`src/rtl/udma_evt_serializer.sv`:
```
// Event serializer: per-source saturating pending counters, round-robin arbiter,
// and a registered valid/ready output slot carrying 8-bit event IDs.
module udma_evt_serializer #(
  parameter int unsigned N_SRC       = 8,
  parameter int unsigned EVT_ID_BASE = 0,
  parameter int unsigned CNT_W       = 2
) (
  input  logic             clk_i,
  input  logic             rstn_i,
  input  logic [N_SRC-1:0] evt_i,
  output logic             evt_valid_o,
  output logic [7:0]       evt_data_o,
  input  logic             evt_ready_i,
  output logic [N_SRC-1:0] overflow_o,
  input  logic [N_SRC-1:0] overflow_clr_i,
  output logic             busy_o
);

  localparam int unsigned IDX_W = (N_SRC > 1) ? $clog2(N_SRC) : 1;
  localparam logic [CNT_W-1:0] CNT_MAX = '1;

  localparam logic ST_IDLE  = 1'b0;
  localparam logic ST_VALID = 1'b1;

  logic                        state_q, state_d;
  logic [7:0]                  data_q, data_d;
  logic [IDX_W-1:0]            rr_q, rr_d;
  logic [N_SRC-1:0][CNT_W-1:0] cnt_q, cnt_d;
  logic [N_SRC-1:0]            ovf_q, ovf_d;

  logic [N_SRC-1:0] req_c;
  logic [N_SRC-1:0] dec_c;
  logic             gnt_vld_c;
  logic [IDX_W-1:0] gnt_idx_c;
  logic             grant_c;
  int unsigned      sum_c;
  logic [IDX_W-1:0] idx_c;

  // Requests come only from registered counters, so a fresh pulse waits one cycle.
  always_comb begin
    for (int i = 0; i < int'(N_SRC); i++) begin
      req_c[i] = (cnt_q[i] != '0);
    end
  end

  // Round-robin search starting at rr_q, wrapping modulo N_SRC.
  always_comb begin
    gnt_vld_c = 1'b0;
    gnt_idx_c = '0;
    sum_c     = 0;
    idx_c     = '0;
    for (int unsigned off = 0; off < N_SRC; off++) begin
      sum_c = 32'(rr_q) + off;
      if (sum_c >= N_SRC) begin
        sum_c = sum_c - N_SRC;
      end
      idx_c = IDX_W'(sum_c);
      if (!gnt_vld_c && req_c[idx_c]) begin
        gnt_vld_c = 1'b1;
        gnt_idx_c = idx_c;
      end
    end
  end

  // Output slot next-state logic.
  always_comb begin
    state_d = state_q;
    data_d  = data_q;
    rr_d    = rr_q;
    grant_c = 1'b0;
    case (state_q)
      ST_IDLE: begin
        if (gnt_vld_c) begin
          grant_c = 1'b1;
        end
      end
      ST_VALID: begin
        if (evt_ready_i) begin
          if (gnt_vld_c) begin
            grant_c = 1'b1;
          end else begin
            state_d = ST_IDLE;
          end
        end
      end
      default: state_d = ST_IDLE;
    endcase
    if (grant_c) begin
      state_d = ST_VALID;
      data_d  = 8'(EVT_ID_BASE) + 8'(gnt_idx_c);
      rr_d    = (32'(gnt_idx_c) == N_SRC - 1) ? '0 : gnt_idx_c + IDX_W'(1);
    end
  end

  // Pending counters saturate; an event arriving at max with no grant is dropped and flagged.
  always_comb begin
    cnt_d = cnt_q;
    ovf_d = ovf_q & ~overflow_clr_i;
    dec_c = '0;
    for (int i = 0; i < int'(N_SRC); i++) begin
      dec_c[i] = grant_c && (gnt_idx_c == IDX_W'(i));
      if (evt_i[i] && !dec_c[i]) begin
        if (cnt_q[i] == CNT_MAX) begin
          ovf_d[i] = 1'b1;
        end else begin
          cnt_d[i] = cnt_q[i] + CNT_W'(1);
        end
      end else if (!evt_i[i] && dec_c[i]) begin
        cnt_d[i] = cnt_q[i] - CNT_W'(1);
      end
    end
  end

  always_ff @(posedge clk_i or negedge rstn_i) begin
    if (!rstn_i) begin
      state_q <= ST_IDLE;
      data_q  <= '0;
      rr_q    <= '0;
      cnt_q   <= '0;
      ovf_q   <= '0;
    end else begin
      state_q <= state_d;
      data_q  <= data_d;
      rr_q    <= rr_d;
      cnt_q   <= cnt_d;
      ovf_q   <= ovf_d;
    end
  end

  assign evt_valid_o = (state_q == ST_VALID);
  assign evt_data_o  = data_q;
  assign overflow_o  = ovf_q;
  assign busy_o      = (state_q == ST_VALID) || (|cnt_q);

endmodule

```
`config.mk`:
```
export PLATFORM = sky130hd
export DESIGN_NAME = udma_evt_serializer
export DESIGN_NICKNAME = d
export VERILOG_FILES = /design/src/rtl/udma_evt_serializer.sv
export SDC_FILE = /design/constraint.sdc
export NUM_CORES = 1
export LEC_CHECK = 0
export BUFFER_PORTS_ARGS = -buffer_cell sky130_fd_sc_hd__buf_2
export CORE_AREA = 2 2 75 84
export CTS_BUF_LIST = sky130_fd_sc_hd__clkbuf_4 sky130_fd_sc_hd__clkbuf_8
export DETAILED_ROUTE_END_ITERATION = 10
export DIE_AREA = 0 0 77 86
export GPL_ROUTABILITY_DRIVEN = 0
export PLACE_DENSITY = 0.7
export SLEW_MARGIN = 15
export SYNTH_ARGS = -nofsm -noshare
export SYNTH_HDL_FRONTEND = slang
export SYNTH_SLANG_ARGS = --single-unit
```
`constraint.sdc`:
```
create_clock -name clk_i -period 7.59 [get_ports clk_i]
set_input_delay 1.8975 -clock clk_i [delete_from_list [all_inputs] [get_ports clk_i]]
set_output_delay 1.8975 -clock clk_i [all_outputs]
set_load 0.05 [all_outputs]
```
==> impl_results.md, run 1 <==
- Commonest non-fill, non-tap cells in the layout: dfrtp_1, buf_2, nor2_1
- Final Hold Fails: 0
- TritonCTS clock tree: built
- Fin crit period: 5.117 ns
- Area Overhead vs Synth: 7.404%
- IO Port Bufs: 31
- First-pass GRT wire length: approximately 11 mm
- Worst Setup End Kind: register
- Drt first pass iters: 4
- Largest net degree at the start of global routing: 32
- Final antenna-violating net count: 0
- N_diodes: 0
- Wirelength per Cell: 15.39 um
- RSZ-0062 raised after global routing: no
- Initial antenna violation count: 0
- Lkg Pwr: 1.206 nW
- Post-synth EDFFs: 0
- Clock Path Buffers: 2
- Critical path class: register to register
- Clk_lat worst skew: 0.28 ns
- IO Count: 37
- Slew headroom: 0.4254
- Crit path top cell by count: ha_1
- Synth Instances: 329
- Critical path arrival: 5.32 ns
- Die Ht: 86 um
- Total CTS buffers: 5
- Die Wd: 77 um
- Data required time of the worst path: between 7 and 8 ns
- Rows: 29
- Vias per inst: 5.920
- Number of H-tree levels: 2
- Pwr Density: roughly 350 nW/um^2
- Core Box Area: 5733 sq um
- Share of layout cells above drive strength 1: 0.2254
- Max-cap viol count: 0
- Post_cts resized: 0
- Layout Nets: 372
- Register area share after synthesis: 0.2732
- Post-Layout Cell Count: 423
- Placed Cells: between 400 and 500
- DRC: 0
- Buffer count from post-CTS setup fixing: 0
- DP Worst Slack: roughly 2.5 ns
- Yosys reg bits: 31
- Post-synth top flop: dfrtp_1
- Post-synth ARST share: 1.000
- WL final: 6.508 mm
- Slowest cell on crit path: dfrtp_1
- Slew Viols, Final: 0
- Critical Path, Cell by Cell: clkinv_2 -> ha_1 -> xnor2_1 -> mux4_2 -> or4_4 -> o21ai_0 -> or4_1 -> o31ai_1 -> a22oi_1 -> ha_1 -> ha_1 -> nand2_1 -> or2_2 -> nand2_1 -> nor2_1 -> a21oi_1
- Crit path largest cell delay: about 0.91 ns
- Avg Cell Area, Syn: 8.629 sq um
- Post-DP HPWL: about 4.9 mm
- Max Clock Skew: approximately 0.0045 ns
- Worst-path clk slew: 0.06 ns
- Hold_buf cts: 0
- Worst-margin pin slew: approximately 0.86 ns
- CP max FO: 26
- Setup Viol. Count Final: 0
- Fmax: around 200 MHz
- Clock Sinks: 31
- Final setup TNS: 0 ns
- Number of global-route vias before repair: ~2300
- Via count: 2504
- HP Class: register to register
- Yosys warnings: 0
- Startpoint types: register
- Initial DRC Count: 178
- Post-Syn Area: 2839 sq um
- Tcrit/Tclk final: 0.6742
- Global route total overflow: 0
- Worst IR Drop VDD: 0.1861 mV
- Die area: 6622 sq um
- Starting Density: 0.4952
- Clock root buffer: clkbuf_8
- Post-synthesis cell type count: about 70
- Post-route setup slack: between 2 and 2.5 ns
- Gr usage total: 0.2073
- Design Power: 0.001080 W
- Outcome: finished clean
[Yosys cell counts, drive strengths merged, types with 7 or more instances]
library cell,n,area (sq um)
dfrtp,31,775.7
nor2,30,127.6
nand2,24,97.59
o21ai,24,120.1
buf,19,137.6
inv,19,71.31
nor3,13,75.07
a21oi,12,60.06
or2,11,68.82
mux4,10,232.7
o22ai,9,56.30
clkbuf,8,30.03
ha,8,100.1
nand2b,8,50.05
and2,7,43.79
[worst paths after layout]
kind                                           startpoint                   endpoint  slack (ns)  cells past startpoint
worst min register to register  evt_data_o[2]$_DFFE_PN0P_  evt_data_o[2]$_DFFE_PN0P_        0.52                      1
min in group asynchronous                          rstn_i    overflow_o[5]$_DFF_PN0_        1.66                      1
max in group asynchronous                          rstn_i       cnt_q[4]$_DFFE_PN0P_        5.46                      1
worst max-delay path                  rr_q[0]$_DFFE_PN0P_       cnt_q[6]$_DFFE_PN0P_        2.47                     16
worst max register to register        rr_q[0]$_DFFE_PN0P_       cnt_q[6]$_DFFE_PN0P_        2.47                     16
worst min-delay path            evt_data_o[2]$_DFFE_PN0P_  evt_data_o[2]$_DFFE_PN0P_        0.52                      1
[through the flow]
step	utilization	instance area (sq um)	hold slack, ns
finish	0.5319	3049	0.5161
CTS	0.5319	3049	0.5167
detailed placement	0.5137	2945	0.5010
global placement	0.5137	2945	0.4907
global route	0.5319	3049	0.5406
floorplan	-	2854	0.5408
[state kept, by name, indices dropped and copies added, names as in the netlist]
register,count
evt_data_o,3
rr_q,3
overflow_o,8
evt_valid_o,1
cnt_q,16
[layout make-up]
class	count	area (sq um)
Clock buffer	8	103.9
Timing Repair Buffer	32	162.7
Sequential cell	31	775.7
Tap cell	77	96.34
Fill cell	539	2684
Inverter	20	76.32
Multi-Input combinational cell	255	1834
[layer usage]
metal  track usage  routed length, um
met5             0                  0
met4       0.07630                184
met3       0.02737                351
met2        0.3429               3098
met1        0.2800               2874
[power breakdown]
group          switching, W  leakage, nW  internal, W
combinational      0.000396        0.840     0.000233
sequential        0.0000939        0.310     0.000209
clock             0.0000618       0.0549    0.0000863
total              0.000552         1.21     0.000528
[cells by family after synthesis]
| logic type | Yosys count | share of synthesized area |
|---|---|---|
| fa+ha+maj | 8 | 0.03526 |
| flops | 31 | 0.2732 |
| simple gates | 135 | 0.2732 |
| other cells | 1 | 0.001321 |
| xor+xnor | 4 | 0.01763 |
| compound gates | 85 | 0.2019 |
| mux | 18 | 0.1115 |
| buf+inv | 47 | 0.08594 |
[worst max-delay path, delay by kind of cell (launching register included)]
kind            cells  cell delay [ns]
simple gates        6             1.15
flops               1             0.91
compound gates      4             0.88
fa+ha+maj           3             0.73
mux                 1             0.59
xor+xnor            1             0.48
buf+inv             1             0.32
Power figures use the tool's default switching activity.
==> inputs of run 2 (changes only) <==
--- a/config.mk
+++ b/config.mk
@@ -11,7 +11,7 @@
 export DETAILED_ROUTE_END_ITERATION = 10
 export DIE_AREA = 0 0 77 86
 export GPL_ROUTABILITY_DRIVEN = 0
-export PLACE_DENSITY = 0.7
+export PLACE_DENSITY = 0.72
 export SLEW_MARGIN = 15
 export SYNTH_ARGS = -nofsm -noshare
 export SYNTH_HDL_FRONTEND = slang
==> constraint.sdc (replaced) <==
create_clock -name clk_i -period 4.2 [get_ports clk_i]
set_input_delay 1.05 -clock clk_i [delete_from_list [all_inputs] [get_ports clk_i]]
set_output_delay 1.05 -clock clk_i [all_outputs]
set_load 0.05 [all_outputs]
==> run 2 against run 1 <==
Against the previous run: fmax up 31%; worst hold slack worse by 0.0083 ns; first-iteration DRC count down 31%; flip-flop and latch count unchanged; worst setup slack worse by 2.2 ns; design area up 2.6%; sequential power up 62%; global-route usage down 0.25 points; combinational power up 100%; core utilization up 1.4 points; register-to-register slack worse by 2.2 ns; non-clock buffer count up 8; largest power group unchanged.
==> impl_results.md, run 2 (same netlist as run 1, synthesis figures left out) <==
- Global route total overflow: 0 (unchanged)
- Initial DRC Count: 123 (was 178)
- Max Clock Skew: 0.003569 ns (was 0.004499 ns)
- Area Overhead vs Synth: 10.18% (was 7.404%)
- Final setup TNS: 0 ns (unchanged)
- Fmax: 255.2 MHz (was 195.4 MHz)
- Worst Setup End Kind: register (unchanged)
- Fill cells: 556 (was 539)
- Die area: 6622 sq um (unchanged)
- Hold_buf cts: 0 (unchanged)
- Placed Cells: 423 (was 415)
- Share of layout cells above drive strength 1: 0.2458 (was 0.2254)
- Post-Layout Cell Count: 431 (was 423)
- Slew Viols, Final: 0 (unchanged)
- Clock Path Buffers: 2 (unchanged)
- Worst IR Drop VDD: 0.5152 mV (was 0.1861 mV)
- Max-cap viol count: 0 (unchanged)
- IO Count: 37 (unchanged)
- First-pass GRT wire length: 10.95 mm (was 11.13 mm)
- Critical path arrival: 4.15 ns (was 5.32 ns)
- Clk_lat worst skew: 0.29 ns (was 0.28 ns)
- Post-route setup slack: 0.2820 ns (was 2.473 ns)
- Final Hold Fails: 0 (unchanged)
- Commonest non-fill, non-tap cells in the layout: dfrtp_1, buf_2, nor2_1 (unchanged)
- HP Class: register to register (unchanged)
- Vias per inst: 5.882 (was 5.920)
- WL final: 6.537 mm (was 6.508 mm)
- Initial antenna violation count: 0 (unchanged)
- Total CTS buffers: 5 (unchanged)
- Largest net degree at the start of global routing: 32 (unchanged)
- Number of H-tree levels: 2 (unchanged)
- Wirelength per Cell: 15.17 um (was 15.39 um)
- Register Area: 775.7 sq um (unchanged)
- Critical path class: register to register (unchanged)
- Drt first pass iters: 4 (unchanged)
- Rows: 29 (unchanged)
- Tcrit/Tclk final: 0.9328 (was 0.6742)
- Post-DP HPWL: 4.941 mm (was 4.866 mm)
- RSZ-0062 raised after global routing: no (unchanged)
- Design Power: 0.002075 W (was 0.001080 W)
- Data required time of the worst path: 4.43 ns (was 7.79 ns)
- Util after Layout: 0.5456 (was 0.5319)
- Setup Viol. Count Final: 0 (unchanged)
- Pwr Density: 663.2 nW/um^2 (was 354.2 nW/um^2)
- Number of global-route vias before repair: 2401 (was 2320)
- Worst-margin pin slew: 0.7052 ns (was 0.8619 ns)
- Clock root buffer: clkbuf_8 (unchanged)
- Via count: 2535 (was 2504)
- Layout Nets: 380 (was 372)
- Largest reg by FF count: cnt_q (unchanged)
- DRC: 0 (unchanged)
- Clock Sinks: 31 (unchanged)
- Fin crit period: 3.918 ns (was 5.117 ns)
- Multi-input logic area: 1839 sq um (was 1834 sq um)
- Die Ht: 86 um (unchanged)
- CP max FO: 11 (was 26)
- Max reg flops: 16 (unchanged)
- Lkg Pwr: 1.251 nW (was 1.206 nW)
- IO Port Bufs: 31 (unchanged)
- Core Box Area: 5733 sq um (unchanged)
- DP Worst Slack: 0.1877 ns (was 2.499 ns)
- Startpoint types: register (unchanged)
- N_diodes: 0 (unchanged)
- Slew headroom: 0.5299 (was 0.4254)
- Gr usage total: 0.2048 (was 0.2073)
- Final antenna-violating net count: 0 (unchanged)
- Die Wd: 77 um (unchanged)
- R2r setup slk: 0.28 ns (was 2.47 ns)
- Starting Density: 0.4952 (unchanged)
- Worst-path clk slew: 0.07 ns (was 0.06 ns)
- Outcome: finished clean (unchanged)
- TritonCTS clock tree: built (unchanged)
-- run 2: worst paths after layout --
path,start,endpoint,cells after the start
worst max-delay path,rr_q[1]$_DFFE_PN0P_,cnt_q[1]$_DFFE_PN0P_,14
worst min-delay path,evt_data_o[2]$_DFFE_PN0P_,evt_data_o[2]$_DFFE_PN0P_,1
worst max register to register,rr_q[1]$_DFFE_PN0P_,cnt_q[1]$_DFFE_PN0P_,14
worst min register to register,evt_data_o[2]$_DFFE_PN0P_,evt_data_o[2]$_DFFE_PN0P_,1
max in group asynchronous,rstn_i,cnt_q[14]$_DFFE_PN0P_,1
min in group asynchronous,rstn_i,overflow_o[5]$_DFF_PN0_,1
-- run 2: report_power, final --
| group | internal (W) | total [W] | leakage (nW) | switching, W |
|---|---|---|---|---|
| sequential | 0.000379 | 0.000491 | 0.310 | 0.000112 |
| clock | 0.000192 | 0.000308 | 0.0612 | 0.000116 |
| combinational | 0.000479 | 0.00128 | 0.879 | 0.000796 |
-- run 2: area by class of cell --
type / instances / area share
clock buffer: 6 / 0.02640
clock inverter: 2 / 0.01120
inverter: 20 / 0.02440
multi-input combinational: 255 / 0.5880
sequential: 31 / 0.2480
tap: 77 / 0.03080
timing repair buffer: 40 / 0.07120
-- run 2: metal layers --
layer	vias to the layer above	part of all wire	track usage
met5	-	0	0
met4	0	0.021	0.09253
met3	9	0.043	0.02842
met2	71	0.50	0.3533
met1	1211	0.44	0.2565
li1	1244	-	-
-- run 2: stage by stage --
step,hold slack (ns),instance area [sq um]
floorplan,0.5408,2854
global placement,0.4911,3005
detailed placement,0.4952,3005
CTS,0.5116,3123
global route,0.5350,3128
finish,0.5077,3128
-- run 2: worst max-delay path, cell delays in order, from the launching register on --
cell and delay (ns):
dfrtp_1 0.43, inv_1 0.14, ha_1 0.24, xnor2_1 0.24
mux4_2 0.55, or4_4 0.47, o21ai_1 0.23, nor2_1 0.07
o31ai_1 0.26, a22oi_2 0.15, inv_1 0.12, ha_1 0.17
nand2_1 0.22, or4_1 0.46, nand3_1 0.08
-- run 2: timing repair --
item,in CTS,in global routing
resized for setup,0,2
buffers inserted,0,0
setup endpoints to repair,0,14
